## config.mk

```make
export PLATFORM = sky130hd
export DESIGN_NAME = traffic_ctrl
export DESIGN_NICKNAME = d
export VERILOG_FILES = /design/src/rtl/traffic_pkg.sv /design/src/rtl/traffic_req_latch.sv /design/src/rtl/traffic_ctrl.sv
export SDC_FILE = /design/constraint.sdc
export NUM_CORES = 1
export LEC_CHECK = 0
export ABC_CLOCK_PERIOD_IN_PS = 2000
export CAP_MARGIN = 20
export CORE_AREA = 2 2 39 41
export CTS_CLUSTER_SIZE = 30
export DETAILED_ROUTE_END_ITERATION = 12
export DIE_AREA = 0 0 41 43
export DONT_BUFFER_PORTS = 1
export HOLD_SLACK_MARGIN = 0.08
export PLACE_DENSITY = 0.77
export SLEW_MARGIN = 5
export SYNTH_ARGS = -nofsm -noshare
export SYNTH_HDL_FRONTEND = slang
export SYNTH_SLANG_ARGS = --single-unit
```

## constraint.sdc

```tcl
create_clock -name clk -period 2 [get_ports clk]
set_clock_uncertainty 0.1 [all_clocks]
set_input_delay 0.3 -clock clk [delete_from_list [all_inputs] [get_ports clk]]
set_output_delay 0.3 -clock clk [all_outputs]
set_load 0.01 [all_outputs]
```

## src/rtl/traffic_pkg.sv

```systemverilog
// Shared types and lamp encodings for the intersection phase sequencer.
// TRAFFIC_CTRL_PED_EN adds the pedestrian walk/flash states to the enum.
package traffic_pkg;

    localparam int unsigned LEN_W  = 5;
    localparam int unsigned LAMP_W = 3;

    localparam logic [LAMP_W-1:0] LAMP_RED = 3'b100;
    localparam logic [LAMP_W-1:0] LAMP_YEL = 3'b010;
    localparam logic [LAMP_W-1:0] LAMP_GRN = 3'b001;

`ifdef TRAFFIC_CTRL_PED_EN
    typedef enum logic [2:0] {
        MAIN_GO, MAIN_YEL, RED_A, SIDE_GO, SIDE_YEL, RED_B, PED_WALK, PED_FLASH
    } traffic_state_t;
`else
    typedef enum logic [2:0] {
        MAIN_GO, MAIN_YEL, RED_A, SIDE_GO, SIDE_YEL, RED_B
    } traffic_state_t;
`endif

    function automatic logic [LAMP_W-1:0] main_lamp_of(input traffic_state_t s);
        case (s)
            MAIN_GO:  main_lamp_of = LAMP_GRN;
            MAIN_YEL: main_lamp_of = LAMP_YEL;
            default:  main_lamp_of = LAMP_RED;
        endcase
    endfunction

    function automatic logic [LAMP_W-1:0] side_lamp_of(input traffic_state_t s);
        case (s)
            SIDE_GO:  side_lamp_of = LAMP_GRN;
            SIDE_YEL: side_lamp_of = LAMP_YEL;
            default:  side_lamp_of = LAMP_RED;
        endcase
    endfunction

endpackage

```

## src/rtl/traffic_req_latch.sv

```systemverilog
// Sticky request flop: any cycle with set high latches it; set beats a coincident clear.
module traffic_req_latch (
    input  logic clk,
    input  logic reset,
    input  logic set,
    input  logic clr,
    output logic pend
);

    always_ff @(posedge clk or negedge reset) begin
        if (!reset)   pend <= 1'b0;
        else if (set) pend <= 1'b1;
        else if (clr) pend <= 1'b0;
    end

endmodule

```

## src/rtl/traffic_ctrl.sv

```systemverilog
// Two-road intersection phase sequencer driving an external timer.
// Define TRAFFIC_CTRL_PED_EN to build in the pedestrian walk/flash phases.
module traffic_ctrl
    import traffic_pkg::*;
#(
    parameter logic [LEN_W-1:0] MAIN_LEN  = 5'd20,
    parameter logic [LEN_W-1:0] SIDE_LEN  = 5'd10,
    parameter logic [LEN_W-1:0] YEL_LEN   = 5'd4,
    parameter logic [LEN_W-1:0] RED_LEN   = 5'd2,
    parameter logic [LEN_W-1:0] WALK_LEN  = 5'd8,
    parameter logic [LEN_W-1:0] FLASH_LEN = 5'd6
) (
    input  logic              clk,
    input  logic              reset,
    input  logic              side_req,
    input  logic              ped_req,
    input  logic              t_done,
    input  logic              t_flicker,
    output logic              t_start,
    output logic [LEN_W-1:0]  t_length,
    output logic [LAMP_W-1:0] main_lamp,
    output logic [LAMP_W-1:0] side_lamp,
    output logic              ped_walk
);

    traffic_state_t state;
    traffic_state_t next_state;
    logic           start_pend;
    logic           mask_d;
    logic           done_ok;
    logic           side_pend;
    logic           side_clr;
    logic           ped_hold;

    function automatic logic [LEN_W-1:0] phase_len(input traffic_state_t s);
        case (s)
            MAIN_GO:            phase_len = MAIN_LEN;
            SIDE_GO:            phase_len = SIDE_LEN;
            MAIN_YEL, SIDE_YEL: phase_len = YEL_LEN;
`ifdef TRAFFIC_CTRL_PED_EN
            PED_WALK:           phase_len = WALK_LEN;
            PED_FLASH:          phase_len = FLASH_LEN;
`endif
            default:            phase_len = RED_LEN;
        endcase
    endfunction

    // A done in the start cycle or the one after belongs to the previous phase.
    assign done_ok  = t_done && !t_start && !mask_d && !start_pend;
    assign side_clr = done_ok && (next_state == SIDE_GO);

    always_comb begin
        next_state = state;
        case (state)
            MAIN_GO:   if (side_pend || ped_hold) next_state = MAIN_YEL;
            MAIN_YEL:  next_state = RED_A;
            RED_A:     next_state = SIDE_GO;
            SIDE_GO:   next_state = SIDE_YEL;
            SIDE_YEL:  next_state = RED_B;
`ifdef TRAFFIC_CTRL_PED_EN
            RED_B:     next_state = ped_hold ? PED_WALK : MAIN_GO;
            PED_WALK:  next_state = PED_FLASH;
            PED_FLASH: next_state = MAIN_GO;
`else
            RED_B:     next_state = MAIN_GO;
`endif
            default:   next_state = RED_B;
        endcase
    end

    // Every taken done re-arms the timer, including a MAIN_GO re-entry.
    always_ff @(posedge clk or negedge reset) begin
        if (!reset) begin
            state      <= RED_B;
            start_pend <= 1'b1;
            t_start    <= 1'b0;
            t_length   <= RED_LEN;
            main_lamp  <= LAMP_RED;
            side_lamp  <= LAMP_RED;
            mask_d     <= 1'b0;
        end else begin
            mask_d     <= t_start;
            start_pend <= 1'b0;
            t_start    <= 1'b0;
            if (start_pend) begin
                t_start <= 1'b1;
            end else if (done_ok) begin
                state     <= next_state;
                t_start   <= 1'b1;
                t_length  <= phase_len(next_state);
                main_lamp <= main_lamp_of(next_state);
                side_lamp <= side_lamp_of(next_state);
            end
        end
    end

    traffic_req_latch u_side_req (
        .clk   (clk),
        .reset (reset),
        .set   (side_req),
        .clr   (side_clr),
        .pend  (side_pend)
    );

`ifdef TRAFFIC_CTRL_PED_EN
    logic ped_pend;
    logic ped_clr;
    logic walk_q;

    assign ped_clr  = done_ok && (next_state == PED_WALK);
    assign ped_hold = ped_pend;

    traffic_req_latch u_ped_req (
        .clk   (clk),
        .reset (reset),
        .set   (ped_req),
        .clr   (ped_clr),
        .pend  (ped_pend)
    );

    always_ff @(posedge clk or negedge reset) begin
        if (!reset)                      walk_q <= 1'b0;
        else if (done_ok && !start_pend) walk_q <= (next_state == PED_WALK);
    end

    // Flashing walk is the timer's flicker passed straight through.
    assign ped_walk = (state == PED_FLASH) ? t_flicker : walk_q;
`else
    logic unused_ok;

    assign ped_hold  = 1'b0;
    assign ped_walk  = 1'b0;
    assign unused_ok = ^{ped_req, t_flicker, WALK_LEN, FLASH_LEN};
`endif

endmodule

```

==> results.tsv, run 1 <==
metric	value	unit
status	completed	
wl_per_cell	12.79	um
drv_slew	0	
setup_viol	0	
dr.pass1.iters	2	
setup_tns	0	ps
start_kind	flip-flop	
synth_top_area_share	35.09	%
r2r_start	mask_d$_DFF_PN0_	
netlist_area	713.2	sq um
numClockSinks	16	
synth_top_area_cell	dfrtp_1	
track_usage	15.81	%
max_freq	583.8	MHz
clk_pin_slew	90	ps
io_pins	19	
grt_max_degree	17	
path_class	reg -> reg	
slew_headroom	54.18	%
place_congestion	0.6304	
final_nets	76	
worstPathCellList	or4b_4 -> or3_1 -> a21o_1	
synth_top_family_by_area	simple AND/OR/NAND/NOR gates	
hold_viol_final	0	
synth_mux_area_share	2.982	%
antenna_found_initial	0	
clk_path_buf_depth	2	
hold_start	t_done	
max_cap_viol_count	0	
rsz0062_at_grt	false	
syn_avg_cell_area	10.97	sq um
crit_fanout	3	
drc	0	
cts_tree	yes	
crit_buf_inv	0	
numCtsBuffers	3	
yosysUniqueCellTypes	26	
end_kind	flip-flop	
vias	466	
grt_overflow	0	
slowest_stage	or4b_4	
cp.required	2080	ps
critPathTopFamily	simple AND/OR/NAND/NOR gates	
ir_worst_vdd	0.5125	mV
grt_pass1_vias	433	
timing.critical_path.from	mask_d$_DFF_PN0_	
synth_adder_area_share	0	%
synth-simple-area-share	21.93	%
hold_class	in -> reg	
critPathMaxStageDelay	520	ps
powerDensity	1203	mW/mm^2
drtIter0Drc	3	
finalWirelength	1.087	mm
synth-seq-area-share	57.19	%
layout-drive-gt1-share	24.64	%
fin_area	782.0	sq um
synth-compound-area-share	10.88	%
p_leak	0.3569	nW
period_needed	1713	ps
nFillCells	127	
die_w	41	um
die_area	0.001763	sq mm
yosys_warnings	0	
post_cts_buffers	0	
grt_first_pass_wirelength	1.807	mm
placementRows	14	
cts-root-buf	clkbuf_4	
drt.antenna.violating_nets	0	
synth_xor_area_share	1.228	%
core_area	0.001384	sq mm
tightest_slew	685.0	ps
netlist_instances	65	
clk_latency	280	ps
crit_arrival	1790	ps
syn_to_final_growth	9.649	%
synth_seq_cells	16	
placed_area	725.7	sq um
fin_crit_sh	85.65	%
register_area	407.9	sq um
multi_input_area	275.3	sq um
utilization	56.51	%
cts-htree-levels	1	
via_per_inst	5.482	
io_buffers	0	
die_h	43	um
start_util	51.54	%
ys_top_cells_by_area	dfrtp_1, dfstp_2, nand2_1	
diodes	0	
dp_hpwl	800.7	um
power	0.9406	mW
[synth_stat cells]
master,n
clkbuf_1,4
nor4b_1,1
o21ai_1,2
nand2b_1,1
or2_2,1
nor4b_2,1
conb_1,1
nand3b_1,2
or3_1,3
buf_4,3
or4b_4,1
mux2_1,1
nand2_1,13
a211oi_1,1
dfstp_2,6
o31ai_1,1
nand4_1,1
dfrtp_1,10
mux2i_1,1
nor3b_1,1
xor2_1,1
o21a_1,1
or4b_2,1
a21oi_1,1
a21o_1,4
o21ai_0,2
[cell usage in the layout (no fill, tap or decap), types with 2 or more instances in the layout]
cell type and instances:
nand2_1 13, dfrtp_1 10, dfstp_2 6, a21o_1 4, or3_1 3, conb_1 3, clkbuf_4 3, buf_4 3
o21ai_1 2, nand3b_1 2, o21ai_0 2, dlygate4sd3_1 2
[path summary, 6_finish.rpt]
kind / endpoint / slack (ps) / cells past startpoint
setup reg to reg: u_side_req.pend$_DFFE_PN0P_ / 290 / 3
min in group asynchronous: main_lamp[1]$_DFFE_PN0P_ / 390 / 1
hold / removal: t_start$_DFF_PN0_ / 220 / 2
setup / recovery: u_side_req.pend$_DFFE_PN0P_ / 290 / 3
max in group asynchronous: mask_d$_DFF_PN0_ / 970 / 1
hold reg to reg: side_lamp[2]$_DFFE_PN1P_ / 390 / 2
[kinds of logic after synthesis]
| group | Yosys count |
|---|---|
| DFF | 16 |
| xor gates and xnor gates | 1 |
| muxes | 2 |
| other | 1 |
| buffers and inverters | 7 |
| AOI/OAI and AO/OA | 12 |
| and+or+nand+nor | 26 |
[cell type report]
| cell class | count | area share (%) |
|---|---|---|
| Timing Repair Buffer | 5 | 5.440 |
| Clock buffer | 4 | 4.640 |
| Sequential cell | 16 | 52.16 |
| Multi-Input combinational cell | 44 | 35.20 |
| Tap cell | 16 | 2.560 |
[state kept, by name, summed over array words and instances (netlist names)]
signal           count
main_lamp            3
mask_d               1
side_lamp            3
start_pend           1
state                3
t_length             3
t_start              1
u_side_req.pend      1
[stage by stage]
step           hold slack, ps  setup WS, ps  cells
3_5_place_dp           -95.20         268.4     79
2_1_floorplan          -95.59         240.7     67
3_3_place_gp           -95.23         320.1     79
5_1_grt                 272.7         216.1     85
4_1_cts                 220.3         251.3     85
6_report                218.3         286.9     85
[report_power, final]
group | leakage, nW | switching (mW) | internal, mW
clock | 0.0210 | 0.0980 | 0.111
sequential | 0.185 | 0.141 | 0.444
combinational | 0.151 | 0.0635 | 0.0835
total | 0.357 | 0.302 | 0.638
[per-layer routing]
metal | track usage (%) | part of all wire (%)
met1 | 19.38 | 46
met2 | 22.50 | 48
met3 | 5.759 | 4.1
met4 | 10.00 | 1.2
met5 | 0 | 0
[what timing repair did]
action | 4_1_cts | 5_1_grt
hold buffers | 2 | 0
endpoints found under the hold margin | 17 | 0
gates resized for setup | 0 | 0
No activity file was read; power rests on OpenSTA's default activity.
==> run 2, diff against run 1 <==
- REMOVE_ABC_BUFFERS: unset -> 1
- SLEW_MARGIN: 5 -> 20
==> run 2 against run 1 <==
Setup slack gained 4.5 ps. Routed wire length increased by 7.5%. Clock-buffer cell count stayed put. Largest cell class unchanged. Sequential cell count unchanged. First-iteration DRC count grew 67%. Via count fell by 0.64%. Critical path type unchanged. Critical endpoint unchanged. Hold slack improved by 9.1 ps. Register-to-register slack about the same. Highest routed layer unchanged.
==> results.tsv, run 2 (synthesized netlist as in run 1, its figures left out) <==
metric	value	unit	change
status	completed		
r2r_start	mask_d$_DFF_PN0_		
fin_crit_sh	85.43	%	-0.22 points
path_class	reg -> reg		
io_pins	19		unchanged
utilization	55.79	%	-0.72 points
final_nets	76		unchanged
place_congestion	0.7078		+12%
clk_latency	290	ps	about the same
grt_pass1_vias	438		+1.2%
r2r_cells	3		unchanged
crit_arrival	1800	ps	about the same
post_cts_buffers	0		unchanged
powerDensity	1181	mW/mm^2	-1.8%
die_w	41	um	unchanged
dp_hpwl	796	um	-0.59%
hold_class	in -> reg		
core_area	0.001384	sq mm	unchanged
clk_path_buf_depth	2		unchanged
critPathMaxStageDelay	530	ps	about the same
finalWirelength	1.168	mm	+7.5%
place_inst	79		unchanged
placementRows	14		unchanged
cts_resized	0		unchanged
grt_max_degree	17		unchanged
io_buffers	0		unchanged
final_cells	85		unchanged
wl_per_cell	13.74	um	+7.5%
critPathTopFamily	simple AND/OR/NAND/NOR gates		
rsz0062_at_grt	false		
period_needed	1709	ps	-4.495 ps
slowest_stage	or4b_4		
slew_headroom	52.89	%	-1.3 points
hold_viol_final	0		unchanged
hold_start	t_done		
tightest_slew	704.4	ps	+19.32 ps
grt_first_pass_wirelength	1.876	mm	+3.8%
antenna_found_initial	0		unchanged
reg2reg_to	u_side_req.pend$_DFFE_PN0P_		
start_kind	flip-flop		
grt_overflow	0		unchanged
dr.pass1.iters	4		+2
hold_buffers	2		unchanged
cts-htree-levels	1		unchanged
numCtsBuffers	3		unchanged
final_cell_mix	nand2_1, dfrtp_1, dfstp_2		
cts-root-buf	clkbuf_4		
setup_viol	0		unchanged
max_cap_viol_count	0		unchanged
drv_slew	0		unchanged
track_usage	16.73	%	+0.92 points
min_to	t_start$_DFF_PN0_		
layout-drive-gt1-share	23.19	%	-1.4 points
diodes	0		unchanged
vias	463		-0.64%
die_area	0.001763	sq mm	unchanged
drc	0		unchanged
p_leak	0.3509	nW	-1.7%
cts_tree	yes		
start_util	51.54	%	unchanged
hold_depth	2		unchanged
die_h	43	um	unchanged
setup_tns	0	ps	unchanged
r2r_slack	290	ps	about the same
worstPathCellList	or4b_4 -> or3_1 -> a21o_1		
drt.antenna.violating_nets	0		unchanged
cp.required	2090	ps	about the same
final_common_cell	nand2_1		
numClockSinks	16		unchanged
drtIter0Drc	5		+2
end_kind	flip-flop		
max_freq	585.3	MHz	+0.26%
syn_to_final_growth	8.246	%	
crit_buf_inv	0		unchanged
via_per_inst	5.447		-0.64%
clk_pin_slew	100	ps	about the same
crit_fanout	3		unchanged
ir_worst_vdd	0.5207	mV	+1.6%
==> run 2: cell counts in the layout (fill, tap and decap cells not counted) <==
No cell type changed its count.
==> run 2: how the worst max path moves through the flow <==
stage / startpoint / to / slack [ps] / cells past startpoint
after floorplan: t_start$_DFF_PN0_ / u_side_req.pend$_DFFE_PN0P_ / 170 / 3
after global placement: mask_d$_DFF_PN0_ / u_side_req.pend$_DFFE_PN0P_ / 310 / 3
after detailed placement: mask_d$_DFF_PN0_ / u_side_req.pend$_DFFE_PN0P_ / 290 / 3
after CTS: mask_d$_DFF_PN0_ / u_side_req.pend$_DFFE_PN0P_ / 280 / 3
after global routing: mask_d$_DFF_PN0_ / state[1]$_DFFE_PN0P_ / 210 / 4
final: mask_d$_DFF_PN0_ / u_side_req.pend$_DFFE_PN0P_ / 290 / 3
==> run 2: metrics by stage <==
| stage | power (mW) | worst slack, ps | hold WS (ps) | instance area, sq um |
|---|---|---|---|---|
| 4_1_cts | 0.9248 | 284.7 | 216.4 | 772.0 |
| 3_3_place_gp | 0.7226 | 308.5 | -95.22 | 725.7 |
| 3_5_place_dp | 0.7395 | 293.1 | -95.37 | 725.7 |
| 5_1_grt | 0.9867 | 213.7 | 224.6 | 772.0 |
| 6_report | 0.9119 | 291.4 | 227.4 | 772.0 |
| 2_1_floorplan | 0.6890 | 174.9 | -95.59 | 683.2 |
==> run 2: area by class of cell <==
class | instances | area, sq um
flip-flops and latches | 16 | 407.9
repair buffers | 5 | 42.54
well taps | 16 | 20.02
fillers | 123 | 611.8
clock buffers | 4 | 26.28
multi-input cells | 44 | 275.3
==> run 2: per-layer routing <==
layer	global-route usage, %	part of all wire [%]	up-vias	wire (um)
met2	24.06	50	7	587
met5	0	0	-	0
met1	18.98	45	224	528
met3	6.806	3.2	2	37
met4	12.00	1.2	0	14
li1	-	-	230	-
==> run 2: report_power, final <==
| part | internal, mW | leakage, nW | switching, mW |
|---|---|---|---|
| combinational | 0.0836 | 0.151 | 0.0670 |
| sequential | 0.444 | 0.185 | 0.142 |
| clock | 0.0774 | 0.0150 | 0.0974 |
| total | 0.605 | 0.351 | 0.307 |
==> run 3, diff against run 2 <==
--- a/config.mk
+++ b/config.mk
@@ -8,3 +8,2 @@
 export ABC_CLOCK_PERIOD_IN_PS = 2000
-export CAP_MARGIN = 20
 export CORE_AREA = 2 2 39 41
--- a/constraint.sdc
+++ b/constraint.sdc
@@ -4,2 +4,2 @@
 set_output_delay 0.3 -clock clk [all_outputs]
-set_load 0.01 [all_outputs]
+set_load 0.02 [all_outputs]
==> results of run 3 <==
Same layout as run 2 (identical final DEF). Status: completed.
Main changes from that run: total power 0.9119 mW -> 0.9690 mW; worst IR drop on VDD 0.5207 mV -> 0.5309 mV
